<file path="config.mk">
export PLATFORM = sky130hd
export DESIGN_NAME = div_module_flat
export DESIGN_NICKNAME = d
export VERILOG_FILES = /design/src/rtl/div_pkg.sv /design/src/rtl/div_if.sv /design/src/rtl/div_step.sv /design/src/rtl/div_module.sv /design/src/flat_wrapper.sv
export SDC_FILE = /design/constraint.sdc
export NUM_CORES = 1
export LEC_CHECK = 0
export ABC_AREA = 1
export CAP_MARGIN = 20
export CORE_MARGIN = 4
export CORE_UTILIZATION = 58
export CTS_BUF_LIST = sky130_fd_sc_hd__clkbuf_8
export CTS_CLUSTER_DIAMETER = 120
export DETAILED_ROUTE_END_ITERATION = 8
export GPL_TIMING_DRIVEN = 0
export PLACE_DENSITY = 0.95
export RECOVER_POWER = 25
export SLEW_MARGIN = 10
export SYNTH_ARGS = -nofsm -noshare
export SYNTH_HDL_FRONTEND = slang
export SYNTH_SLANG_ARGS = --single-unit
</file>
<file path="constraint.sdc">
create_clock -name clk -period 4.95 [get_ports clk]
set_input_delay 0.99 -clock clk [delete_from_list [all_inputs] [get_ports clk]]
set_output_delay 0.99 -clock clk [all_outputs]
set_load 0.01 [all_outputs]
</file>
<file path="src/rtl/div_pkg.sv">
// Shared types and helpers for the iterative restoring divider.
package div_pkg;

  typedef enum logic [1:0] {IDLE, CALC, DONE} div_state_t;

  // Width of the step counter: it must hold N-1, with at least one bit.
  function automatic int cnt_width(input int n);
    return (n < 2) ? 1 : $clog2(n);
  endfunction

endpackage

</file>
<file path="src/rtl/div_if.sv">
// Request/result bundle between the ALU controller and the divider.
interface div_if #(parameter int N = 4);

  logic         start;
  logic [N-1:0] a;
  logic [N-1:0] b;
  logic         busy;
  logic         done;
  logic [N-1:0] quotient;
  logic [N-1:0] remainder;
  logic         neg_flag;
  logic         zr_flag;
  logic         cry_flag;
  logic         of_flag;

  modport master (
    output start, a, b,
    input  busy, done, quotient, remainder,
    input  neg_flag, zr_flag, cry_flag, of_flag
  );

  modport slave (
    input  start, a, b,
    output busy, done, quotient, remainder,
    output neg_flag, zr_flag, cry_flag, of_flag
  );

endinterface

</file>
<file path="src/rtl/div_step.sv">
// One restoring-division step: shift in a dividend bit, try the subtraction.
module div_step #(parameter int N = 4) (
  input  logic [N-1:0] rem,
  input  logic         din,
  input  logic [N-1:0] divisor,
  output logic [N-1:0] rem_next,
  output logic         q_bit
);

  logic [N:0] trial;
  logic [N:0] diff;

  // The trial value is N+1 bits so the shifted remainder never loses its top
  // bit; since rem < divisor, a non-negative difference always fits in N bits
  // and a negative one always sets bit N, so bit N is a clean borrow flag.
  always_comb begin
    trial    = {rem, din};
    diff     = trial - {1'b0, divisor};
    q_bit    = ~diff[N];
    rem_next = q_bit ? diff[N-1:0] : trial[N-1:0];
  end

endmodule

</file>
<file path="src/rtl/div_module.sv">
// Iterative unsigned restoring divider, one quotient bit per clock, with a
// start/busy/done handshake and the ALU neg/zr/cry/of flag set.
module div_module
  import div_pkg::*;
#(parameter int N = 4) (
  input logic clk,
  input logic rst_n,
  div_if.slave bus
);

  localparam int CW = cnt_width(N);

  div_state_t   state;
  logic [CW-1:0] count;
  logic [N-1:0] dividend;
  logic [N-1:0] divisor;
  logic [N-1:0] rem;
  logic [N-1:0] rem_next;
  logic         q_bit;
  logic [N-1:0] q_final;

  div_step #(.N(N)) u_step (
    .rem      (rem),
    .din      (dividend[N-1]),
    .divisor  (divisor),
    .rem_next (rem_next),
    .q_bit    (q_bit)
  );

  // Quotient bits shift into the vacated low end of the dividend register, so
  // after the last step this value is the complete quotient.
  assign q_final = {dividend[N-2:0], q_bit};

  // Control FSM plus working and result registers; results and flags only
  // change on the edge that enters DONE and otherwise hold.
  always_ff @(posedge clk or negedge rst_n) begin
    if (!rst_n) begin
      state         <= IDLE;
      count         <= '0;
      dividend      <= '0;
      divisor       <= '0;
      rem           <= '0;
      bus.busy      <= 1'b0;
      bus.done      <= 1'b0;
      bus.quotient  <= '0;
      bus.remainder <= '0;
      bus.neg_flag  <= 1'b0;
      bus.zr_flag   <= 1'b0;
      bus.cry_flag  <= 1'b0;
      bus.of_flag   <= 1'b0;
    end else begin
      case (state)
        IDLE: begin
          bus.done <= 1'b0;
          if (bus.start) begin
            bus.busy <= 1'b1;
            if (bus.b != '0) begin
              dividend <= bus.a;
              divisor  <= bus.b;
              rem      <= '0;
              count    <= CW'(N - 1);
              state    <= CALC;
            end else begin
              bus.quotient  <= '1;
              bus.remainder <= bus.a;
              bus.neg_flag  <= 1'b1;
              bus.zr_flag   <= 1'b0;
              bus.cry_flag  <= (bus.a != '0);
              bus.of_flag   <= 1'b1;
              bus.done      <= 1'b1;
              state         <= DONE;
            end
          end
        end
        CALC: begin
          dividend <= q_final;
          rem      <= rem_next;
          count    <= count - 1'b1;
          if (count == '0) begin
            bus.quotient  <= q_final;
            bus.remainder <= rem_next;
            bus.neg_flag  <= q_final[N-1];
            bus.zr_flag   <= (q_final == '0);
            bus.cry_flag  <= (rem_next != '0);
            bus.of_flag   <= 1'b0;
            bus.done      <= 1'b1;
            state         <= DONE;
          end
        end
        DONE: begin
          bus.done <= 1'b0;
          bus.busy <= 1'b0;
          state    <= IDLE;
        end
        default: begin
          bus.done <= 1'b0;
          bus.busy <= 1'b0;
          state    <= IDLE;
        end
      endcase
    end
  end

endmodule

</file>
<file path="src/flat_wrapper.sv">
// flat-port wrapper written by rule: the top's interface ports become plain ports
module div_module_flat import div_pkg::*;
#(parameter int N = 4)
  (clk, rst_n, bus_start, bus_a, bus_b, bus_busy, bus_done, bus_quotient, bus_remainder, bus_neg_flag, bus_zr_flag, bus_cry_flag, bus_of_flag);
  div_if #(.N(N)) bus_i ();
  input logic clk;
  input logic rst_n;
  input wire logic [$bits(bus_i.start)-1:0] bus_start;
  input wire logic [$bits(bus_i.a)-1:0] bus_a;
  input wire logic [$bits(bus_i.b)-1:0] bus_b;
  output wire logic [$bits(bus_i.busy)-1:0] bus_busy;
  output wire logic [$bits(bus_i.done)-1:0] bus_done;
  output wire logic [$bits(bus_i.quotient)-1:0] bus_quotient;
  output wire logic [$bits(bus_i.remainder)-1:0] bus_remainder;
  output wire logic [$bits(bus_i.neg_flag)-1:0] bus_neg_flag;
  output wire logic [$bits(bus_i.zr_flag)-1:0] bus_zr_flag;
  output wire logic [$bits(bus_i.cry_flag)-1:0] bus_cry_flag;
  output wire logic [$bits(bus_i.of_flag)-1:0] bus_of_flag;
  assign bus_i.start = bus_start;
  assign bus_i.a = bus_a;
  assign bus_i.b = bus_b;
  assign bus_busy = bus_i.busy;
  assign bus_done = bus_i.done;
  assign bus_quotient = bus_i.quotient;
  assign bus_remainder = bus_i.remainder;
  assign bus_neg_flag = bus_i.neg_flag;
  assign bus_zr_flag = bus_i.zr_flag;
  assign bus_cry_flag = bus_i.cry_flag;
  assign bus_of_flag = bus_i.of_flag;
  div_module #(.N(N)) u_core (.clk(clk), .rst_n(rst_n), .bus(bus_i));
endmodule
</file>
==> out/metrics.yaml <==
status:
  run_status: "finished clean"
sta:
  setup_viol: 0
  tightest_slew_ns: 1.01
  rsz0062_at_grt: "false"
  finalHoldViolCount: 0
  slew_headroom_pct: 32.9
  finalSetupTns_ns: 0
  fin_skew_ns: 0.00519
  setup_slack_ns: 2.57
  hold_ws_ns: 0.483
  final_max_slew_viol_count: 0
  fmax_mhz: 421
  post-route-min-period_ns: 2.38
  fin_crit_sh_pct: 48.0
synthesis:
  synth_nets: 196
  synth_cell_types: 25
  yosysTopAreaCell: "dfrtp_1"
  syn_area_um2: 1480
  ys_warn_count: 0
  synthCells: 179
  synthTopCellsByArea: "dfrtp_1 (49%), nand2_1 (11%), nor2_1 (5.6%)"
  ys_ff_latch: 29
  synth_seq_area_share_pct: 49.1
  syn_area_per_cell_um2: 8.26
  synth_top_cell_area_share_pct: 49.1
routing:
  finalWirelength_um: 3810
  drc: 0
  drt_iter0_drc: 76
  wl_per_cell_um: 15.8
  via_count: 1397
  postRouteAntennaNets: 0
  first_pass_iters: 5
  vias_per_cell: 5.80
cts:
  cts_hold_repair.buffers: 0
  post_cts_buffers: 0
  clk_pin_slew_ns: 0.06
  cts_max_path_buffers: 2
  cts-root-buf: "clkbuf_8"
  cts.sinks: 29
  cts_made_buffers: 5
  tritoncts: "done"
  cts_resized: 0
  insertion_delay_ns: 0.29
  cts_max_level: 2
pwr:
  intPower_uw: 753
  power.leakage_uw: 0.000913
  seq_power_share_pct: 29.8
  p_sw_uw: 631
  ir_worst_vdd_mv: 0.471
  power.share.clock_pct: 14.2
  powerDensity_nw_per_um2: 750
  power_frac_comb_pct: 55.9
  swShare_pct: 45.6
worst_setup_path:
  critical_path.max_stage_delay_ns: 0.84
  crit_chain: "dlygate4sd3_1 -> clkbuf_1"
  cp_slowest_cell: "dlygate4sd3_1"
  crit_fanout: 19
  endpoint_kind: "asynchronous set/reset pin"
  path_buf_inv: 2
  required_ns: 5.21
  start_kind: "primary input"
  r2r_slack_ns: 2.78
  r2r-start: "u_core.dividend[3]$_DFFE_PN0P_"
  path_delay_family: "buffers and inverters"
  r2r_cells: 13
  regToRegEndpoint: "u_core.bus.cry_flag$_DFFE_PN0P_"
  cp.arrival_ns: 2.64
  crit_type: "primary input to asynchronous set/reset pin"
job:
  maxCapViolations: 0
final_layout:
  fill_cells: 180
  num_antenna_cells: 0
  final_cell_count_no_fill: 241
  drive_above_1_share_pct: 10.4
  nNetsFinal: 228
  syn2layout_area_growth_pct: 24.9
hold_path:
  min_to: "u_core.bus.done$_DFFE_PN0N_"
  hold_start: "u_core.bus.done$_DFFE_PN0N_"
  hold_class: "register to register"
  holdPathStages: 2
global_route:
  grt_remaining_overflow: 0
  grt_max_degree: 20
  antenna_found_initial: 0
  grt_usage_pct: 25.3
  grt_pass1_vias: 1482
  grt_pass1_wl_um: 6420
placement:
  gp_congestion: 0.802
  numPortBuffers: 24
  dp_cells: 234
  dp_hpwl_um: 2610
  preCtsSetupSlack_ns: 2.62
floorplan:
  ios: 25
  std_cell_rows: 18
  fp.dieW_um: 58.5
  core_um2: 2450
  die_y_um: 58.5
  dieArea_um2: 3420
  start_util_pct: 60.2
-- cells in the mapped netlist --
cell type / n
nand3_1: 14
nor2_1: 22
inv_1: 21
nor2_2: 3
ha_1: 5
nor4_1: 1
nand3_2: 2
o21ai_1: 5
inv_4: 1
a21oi_1: 5
a31oi_1: 5
a22oi_1: 2
xnor2_1: 1
a21oi_2: 1
fa_1: 1
buf_4: 1
nand2_2: 1
o21ai_0: 7
nand2_1: 43
dfrtp_1: 29
inv_2: 4
buf_6: 1
o22ai_1: 1
nand2_4: 2
nand3b_1: 1
-- area by class of cell --
cell class	instances	area [um^2]	share of cell area (%)
plain buffers	2	18.8	1.02
clock buffers	6	82.6	4.47
clock inverters	1	3.75	0.203
inverters	26	100	5.42
multi-input cells	122	633	34.3
flip-flops and latches	29	726	39.3
well taps	30	37.5	2.03
repair buffers	25	244	13.2
-- sequential cells by signal, indices dropped and copies added (netlist names), 2 cells and up --
name / cells
u_core.bus.remainder: 4
u_core.divisor: 4
u_core.count: 2
u_core.bus.quotient: 3
u_core.dividend: 4
u_core.state: 2
u_core.rem: 4
-- power by group through the flow --
stage / logic [uW] / clock network, uW / registers, uW
after CTS: 765 / 200 / 410
final: 774 / 197 / 413
after global routing: 857 / 211 / 424
after global placement: 705 / 0 / 405
after detailed placement: 745 / 0 / 411
after floorplan: 500 / 0 / 417
-- worst max path at each step --
stage / endpoint / from / cells past startpoint
after floorplan: u_core.bus.cry_flag$_DFFE_PN0P_ / u_core.dividend[3]$_DFFE_PN0P_ / 13
after global placement: u_core.rem[3]$_DFFE_PN0P_ / rst_n / 1
after detailed placement: u_core.dividend[2]$_DFFE_PN0P_ / bus_b[0] / 9
after CTS: bus_quotient[3] / u_core.bus.neg_flag$_DFFE_PN0P_ / 2
after global routing: u_core.divisor[1]$_DFFE_PN0P_ / rst_n / 2
final: u_core.divisor[2]$_DFFE_PN0P_ / rst_n / 2
-- routing by layer --
| layer | vias to the layer above | part of all wire (%) | routed length [um] | track usage, % |
|---|---|---|---|---|
| met5 | - | 0 | 0 | 0 |
| met4 | 0 | 3.5 | 133 | 13.6 |
| met3 | 23 | 6.8 | 260 | 7.89 |
| met2 | 74 | 49 | 1870 | 42.1 |
| met1 | 662 | 41 | 1550 | 28.9 |
| li1 | 638 | - | - | - |
-- logic make-up (layout without fill, tap and decap cells) --
| kind of cell | Yosys count | after routing | share of synthesized area, % |
|---|---|---|---|
| AND/OR/NAND/NOR | 89 | 89 | 26.8 |
| XOR/XNOR | 1 | 1 | 0.593 |
| AO/OA/AOI/OAI | 26 | 26 | 9.91 |
| adder cells (fa/ha/maj) | 6 | 6 | 5.59 |
| flip-flops | 29 | 29 | 49.1 |
| buffers and inverters | 28 | 60 | 8.04 |
-- cell usage in the layout (no fill, tap or decap) --
cell type and count:
a21oi_1 5, a21oi_2 1, a22oi_1 2, a31oi_1 5, buf_4 1, buf_6 1
clkbuf_1 1, clkbuf_8 6, clkdlybuf4s50_1 22, dfrtp_1 29, dlygate4sd3_1 2, fa_1 1
ha_1 5, inv_1 22, inv_2 4, inv_4 1, nand2_1 43, nand2_2 1
nand2_4 2, nand3_1 14, nand3_2 2, nand3b_1 1, nor2_1 22, nor2_2 3
nor4_1 1, o21ai_0 7, o21ai_1 5, o22ai_1 1, xnor2_1 1
-- stage by stage --
stage                     utilization, %  instance area [um^2]  power [uW]
after CTS                           75.6                  1860        1370
after floorplan                        -                  1480         917
final                               75.2                  1850        1380
after detailed placement            72.1                  1770        1160
after global placement              71.5                  1760        1110
after global routing                75.2                  1850        1490
No activity file was read; power rests on OpenSTA's default activity.
